$ cat config.mk
export PLATFORM = sky130hd
export DESIGN_NAME = dmem_arbiter
export DESIGN_NICKNAME = d
export VERILOG_FILES = /design/src/rtl/dmem_arb_pkg.sv /design/src/rtl/rr_pick2.sv /design/src/rtl/dmem_arbiter.sv
export SDC_FILE = /design/constraint.sdc
export NUM_CORES = 1
export LEC_CHECK = 0
export BUFFER_PORTS_ARGS = -buffer_cell sky130_fd_sc_hd__clkbuf_2
export CAP_MARGIN = 15
export CORE_UTILIZATION = 47
export CTS_CLUSTER_DIAMETER = 150
export DETAILED_ROUTE_END_ITERATION = 6
export PLACE_DENSITY = 0.88
export SYNTH_ARGS = -nofsm -noshare
export SYNTH_HDL_FRONTEND = slang
export SYNTH_HIERARCHICAL = 1
export SYNTH_SLANG_ARGS = --single-unit
$ cat constraint.sdc
create_clock -name clk -period 2.7 [get_ports clk]
set_input_delay 0.54 -clock clk [delete_from_list [all_inputs] [get_ports clk]]
set_output_delay 0.54 -clock clk [all_outputs]
set_load 0.03 [all_outputs]
$ cat src/rtl/dmem_arb_pkg.sv
// Shared definitions for dmem_arbiter: FSM state encoding, requester port indices
// and the lock-hold limit used when DMEM_ARB_LOCK_EN is defined.
package dmem_arb_pkg;

  typedef enum logic [1:0] {
    ST_IDLE  = 2'd0,
    ST_ISSUE = 2'd1,
    ST_RESP  = 2'd2
  } arb_state_t;

  localparam logic PORT_CPU = 1'b0;
  localparam logic PORT_DBG = 1'b1;

  localparam int LOCK_LIMIT = 16;
  localparam int LOCK_CNT_W = 4;

endpackage

$ cat src/rtl/rr_pick2.sv
// Combinational two-way round-robin pick: a lone requester wins, a tie goes to
// the port that was not granted last.
module rr_pick2 (
  input  logic [1:0] i_req,
  input  logic       i_last,
  output logic       o_valid,
  output logic       o_win
);

  assign o_valid = |i_req;
  assign o_win   = (&i_req) ? ~i_last : i_req[1];

endmodule

$ cat src/rtl/dmem_arbiter.sv
// Two-port arbiter in front of a single-port synchronous data RAM, one access per
// three cycles (IDLE/ISSUE/RESP). Optional grant locking under DMEM_ARB_LOCK_EN.
module dmem_arbiter
  import dmem_arb_pkg::*;
#(
  parameter int ADDR_W = 16,
  parameter int DATA_W = 8
) (
  input  logic              clk,
  input  logic              reset,
  input  logic              req0,
  input  logic              req1,
  input  logic              we0,
  input  logic              we1,
  input  logic [ADDR_W-1:0] addr0,
  input  logic [ADDR_W-1:0] addr1,
  input  logic [DATA_W-1:0] wdata0,
  input  logic [DATA_W-1:0] wdata1,
`ifdef DMEM_ARB_LOCK_EN
  input  logic              lock0,
  input  logic              lock1,
`endif
  output logic              ack0,
  output logic              ack1,
  output logic [DATA_W-1:0] rd_data,
  output logic              mem_en,
  output logic              mem_we,
  output logic [ADDR_W-1:0] mem_addr,
  output logic [DATA_W-1:0] mem_wdata,
  input  logic [DATA_W-1:0] mem_rdata
);

  arb_state_t        r_state;
  arb_state_t        w_state_nxt;
  logic              r_we;
  logic              r_win;
  logic              r_last;
  logic [ADDR_W-1:0] r_mem_addr;
  logic [DATA_W-1:0] r_mem_wdata;
  logic [1:0]        w_req;
  logic              w_valid;
  logic              w_win;

`ifdef DMEM_ARB_LOCK_EN
  localparam logic [LOCK_CNT_W-1:0] LOCK_CNT_LAST = LOCK_CNT_W'(LOCK_LIMIT - 1);

  logic                  r_locked;
  logic                  r_lock_port;
  logic [LOCK_CNT_W-1:0] r_lock_cnt;
  logic                  w_win_lock;

  assign w_win_lock = (r_win == PORT_DBG) ? lock1 : lock0;
  // While locked, the other port's request is hidden from the picker.
  assign w_req = !r_locked                 ? {req1, req0} :
                 (r_lock_port == PORT_DBG) ? {req1, 1'b0} : {1'b0, req0};

  always_ff @(posedge clk or negedge reset) begin
    if (!reset) begin
      r_locked    <= 1'b0;
      r_lock_port <= PORT_CPU;
      r_lock_cnt  <= '0;
    end else if (r_state == ST_RESP) begin
      if (w_win_lock && (r_lock_cnt != LOCK_CNT_LAST)) begin
        r_locked    <= 1'b1;
        r_lock_port <= r_win;
        r_lock_cnt  <= r_lock_cnt + 1'b1;
      end else begin
        r_locked    <= 1'b0;
        r_lock_cnt  <= '0;
      end
    end
  end
`else
  assign w_req = {req1, req0};
`endif

  rr_pick2 u_pick (
    .i_req   (w_req),
    .i_last  (r_last),
    .o_valid (w_valid),
    .o_win   (w_win)
  );

  always_ff @(posedge clk or negedge reset) begin
    if (!reset) r_state <= ST_IDLE;
    else        r_state <= w_state_nxt;
  end

  always_comb begin
    w_state_nxt = r_state;
    case (r_state)
      ST_IDLE:  if (w_valid) w_state_nxt = ST_ISSUE;
      ST_ISSUE: w_state_nxt = ST_RESP;
      ST_RESP:  w_state_nxt = ST_IDLE;
      default:  w_state_nxt = ST_IDLE;
    endcase
  end

  // Winner's command is captured on the IDLE->ISSUE edge and held afterwards.
  always_ff @(posedge clk or negedge reset) begin
    if (!reset) begin
      r_we        <= 1'b0;
      r_win       <= PORT_CPU;
      r_last      <= PORT_DBG;
      r_mem_addr  <= '0;
      r_mem_wdata <= '0;
    end else begin
      if ((r_state == ST_IDLE) && w_valid) begin
        r_win       <= w_win;
        r_we        <= (w_win == PORT_DBG) ? we1    : we0;
        r_mem_addr  <= (w_win == PORT_DBG) ? addr1  : addr0;
        r_mem_wdata <= (w_win == PORT_DBG) ? wdata1 : wdata0;
      end
      if (r_state == ST_RESP) r_last <= r_win;
    end
  end

  always_comb begin
    mem_en  = 1'b0;
    mem_we  = 1'b0;
    ack0    = 1'b0;
    ack1    = 1'b0;
    rd_data = '0;
    case (r_state)
      ST_ISSUE: begin
        mem_en = 1'b1;
        mem_we = r_we;
      end
      ST_RESP: begin
        ack0 = (r_win == PORT_CPU);
        ack1 = (r_win == PORT_DBG);
        if (!r_we) rd_data = mem_rdata;
      end
      default: ;
    endcase
  end

  assign mem_addr  = r_mem_addr;
  assign mem_wdata = r_mem_wdata;

endmodule
==> results.txt <==
----------------------------------------------------
[Routing]
  Wire per inst ... 12.5 um
  Number of nets with antenna violations after routing ... 0
  Post-DR vias/cell ... 4.73
  Pre-antenna DRT Iters ... 6
  Routed via count ... 1188
  Overall routed net length ... 3.15 mm
  Remaining DRCs ... 0
  Detailed router's first-iteration violation count ... 23

[Synth]
  Gate count of the mapped netlist ... 105
  Net count after synthesis ... 167
  Netlist cell types ... 17
  Post-synthesis area per instance ... 15.8 um2
  Post-synthesis sequential area ratio ... 43.8%
  Main area contributors after synthesis ... sky130_fd_sc_hd__dfrtp_1, sky130_fd_sc_hd__mux2_4, sky130_fd_sc_hd__mux2_2
  Cell area after technology mapping ... 1660 um2
  Cell accounting for the most synthesized area ... sky130_fd_sc_hd__dfrtp_1
  Flip-flop and latch count after synthesis ... 29
  Fraction of synthesized cell area taken by the top area cell type ... 42.2%
  YS warnings ... 6

[Clocking]
  Clock Latency Late Sink ... 0.31 ns
  Max clock buf depth ... 2
  Total clock buffers created by CTS ... 5
  CTS tree ... done
  Post-CTS Resized ... 0
  Hold buffer count at CTS ... 0
  # Post-CTS Setup Buffers ... 0
  CTS HTree Levels ... 2
  Cell at the root of the clock tree ... sky130_fd_sc_hd__clkbuf_4
  Clock slew at the register clock pins of the worst setup and hold paths ... 0.09 ns
  Sinks on Clock Net ... 29

[Finish]
  Fraction of layout instances using a drive strength above 1 ... 78.0%
  # fillers ... 284
  Number of nets in the final layout ... 268
  Layout overhead on the synthesized area ... 32.3%
  Sequential cell area ... 727 um2
  Antenna Diode Count ... 0
  Combined area of the multi-input logic cells ... 863 um2

[Global routing]
  Busiest grt layer ... met2
  GRT Resource Usage Total ... 17.2%
  Number of antenna violations at the first check in global routing ... 0
  Congestion Overflow GR ... 0
  Met1 track utilization from global routing ... 16.6%
  Number of global-route vias before repair ... 1209
  Global-route wire length before repair ... 4.69 mm
  Fraction of met3 tracks used by global routing ... 2.52%
  Pin count of the biggest net entering global routing ... 30
  Global routing met2 resource utilization ... 35.7%

[Worst setup path]
  Flop2flop setup slack ... 1.03 ns
  Classification of the worst setup path ... flop to primary output
  Type of destination of the critical path ... primary output
  Maximum single-stage delay on the critical path ... 0.54 ns
  Worst-path maximum fanout ... 8
  Reg-to-reg critical path startpoint ... r_last
  End point of the critical path ... rd_data[3]
  Cells traversed along the worst timing path ... nor3b_1 -> and2_1 -> clkbuf_2
  Worst setup startpoint ... r_state[1]
  Critical register-to-register path endpoint ... mem_addr[11]
  Required time at the endpoint of the critical path ... 2.16 ns
  Data arrival at the endpoint of the critical path ... 1.74 ns
  Number of cell instances on the worst register-to-register path ... 4
  CP max stage cell ... sky130_fd_sc_hd__nor3b_1
  Worst setup SP type ... flop

[STA]
  Remaining max-slew budget at the tightest pin ... 53.2%
  Post-route fraction of the period consumed by the critical path ... 84.5%
  Post-route setup TNS ... 0 ns
  Worst hold-check slack ... 0.260 ns
  Final Hold Vio Count ... 0
  Setup violators final ... 0
  Highest achievable clock rate ... 0.438 GHz
  Setup repair after global routing missed its margin ... no
  Worst clock skew on the final layout ... 0.0161 ns
  Number of pins exceeding their max-slew limit in the final report ... 0
  Min cycle time layout ... 2.28 ns
  Slew @ Worst Pin ... 0.702 ns

[Run status]
  Outcome ... finished clean

[Power]
  Worst VDD drop ... 563 uV
  Leak pwr ... 1.21 nW
  PD cells ... 1110 nW/um2

[Job]
  Number of violations of the max-capacitance limit ... 0

[Die]
  Effective utilization at floorplan ... 49.4%
  Placeable Area ... 3360 um2
  Top-level I/O count ... 98
  Die Outline Area ... 3780 um2
  Overall die height ... 61.5 um
  Chip Width ... 61.5 um
  FP Rows ... 21

[Worst hold path]
  Type of the tightest min-delay check ... primary input to async pin

[Placed design]
  Final GP Congestion ... 0.658
  HPWL after detailed placement ... 2.50 mm
  Input/output buffers ... 97

----------------------------------------------------
-- routing by layer --
| layer | vias up | part of all wire (%) |
|---|---|---|
| met4 | 0 | 0 |
| met5 | - | 0 |
| li1 | 568 | - |
| met3 | 0 | 6.5 |
| met2 | 63 | 57 |
| met1 | 557 | 37 |
-- stage by stage --
step                instances  instance area [um2]  setup WS (ns)  power, mW  util [%]
floorplan                 105                 1660          0.888       1.92         -
global placement          245                 2160          0.757       2.21      64.1
detailed placement        245                 2160          0.736       2.24      64.1
CTS                       251                 2200          0.376       2.47      65.4
global route              251                 2200          0.123       2.58      65.4
finish                    251                 2200          0.419       2.44      65.4
-- layout by cell type, fill, tap and decap left out --
| cell | n |
|---|---|
| sky130_fd_sc_hd__buf_4 | 3 |
| sky130_fd_sc_hd__or2_1 | 1 |
| sky130_fd_sc_hd__mux2_2 | 13 |
| sky130_fd_sc_hd__nor3b_1 | 1 |
| sky130_fd_sc_hd__clkinv_2 | 1 |
| sky130_fd_sc_hd__and3b_1 | 1 |
| sky130_fd_sc_hd__clkbuf_4 | 5 |
| sky130_fd_sc_hd__clkbuf_2 | 97 |
| sky130_fd_sc_hd__dfrtp_1 | 28 |
| sky130_fd_sc_hd__nor3b_4 | 1 |
| sky130_fd_sc_hd__nor2b_1 | 2 |
| sky130_fd_sc_hd__nor2_1 | 1 |
| sky130_fd_sc_hd__and2_1 | 9 |
| sky130_fd_sc_hd__dfstp_2 | 1 |
| sky130_fd_sc_hd__nand2b_1 | 1 |
| sky130_fd_sc_hd__a21boi_4 | 1 |
| sky130_fd_sc_hd__mux2_4 | 38 |
| sky130_fd_sc_hd__a21o_1 | 1 |
-- worst min-delay path by stage --
stage	start	endpoint	slack (ns)	depth (start not counted)
floorplan	reset	mem_addr[0]	0.24	0
global placement	mem_addr[4]	mem_addr[4]	0.49	1
detailed placement	mem_wdata[3]	mem_wdata[3]	0.49	1
CTS	reset	mem_addr[13]	0.28	1
global route	reset	mem_addr[13]	0.31	1
finish	reset	mem_addr[13]	0.26	1
-- Yosys cell counts --
library cell	n
sky130_fd_sc_hd__nor2_1	1
sky130_fd_sc_hd__dfrtp_1	28
sky130_fd_sc_hd__nor3b_2	1
sky130_fd_sc_hd__or2_1	1
sky130_fd_sc_hd__mux2_4	38
sky130_fd_sc_hd__nor2b_1	2
sky130_fd_sc_hd__dfstp_2	1
sky130_fd_sc_hd__mux2_2	13
sky130_fd_sc_hd__and3b_1	1
sky130_fd_sc_hd__buf_8	1
sky130_fd_sc_hd__buf_12	2
sky130_fd_sc_hd__nand2b_1	1
sky130_fd_sc_hd__nor3b_1	1
sky130_fd_sc_hd__a21boi_1	1
sky130_fd_sc_hd__a21o_1	1
sky130_fd_sc_hd__buf_6	3
sky130_fd_sc_hd__and2_1	9
-- flip-flops by register name, summed over array words and instances, names as in the netlist --
register   flops
r_win          1
r_last         1
r_we           1
mem_addr      16
r_state        2
mem_wdata      8
-- worst max-delay path, delay by kind of cell, from the launching register on --
family	cells	cell delay (ns)
flops	1	0.46
simple gates	2	0.77
buf+inv	1	0.21
-- final cells by class --
| cell class | instances | share of cell area (%) |
|---|---|---|
| Clock buffer | 5 | 1.71 |
| Clock inverter | 1 | 0.228 |
| Multi-Input combinational cell | 70 | 39.3 |
| Sequential cell | 29 | 33.1 |
| Tap cell | 46 | 2.62 |
| Timing Repair Buffer | 100 | 23.1 |
-- cell families (layout without fill, tap and decap cells) --
kind of cell	Yosys count	count (layout)	share of synthesized area, %
buffers and inverters	6	106	5.35
AOI/OAI and AO/OA	2	2	0.904
DFF	29	29	43.8
muxes	51	51	43.1
and+or+nand+nor	17	17	6.85
-- where the power goes --
part | switching [mW] | leakage, nW | internal (mW)
clock network | 0.128 | 0.0269 | 0.0901
registers | 0.150 | 0.339 | 0.663
logic | 0.767 | 0.842 | 0.640
(Power assumes the default switching activity.)
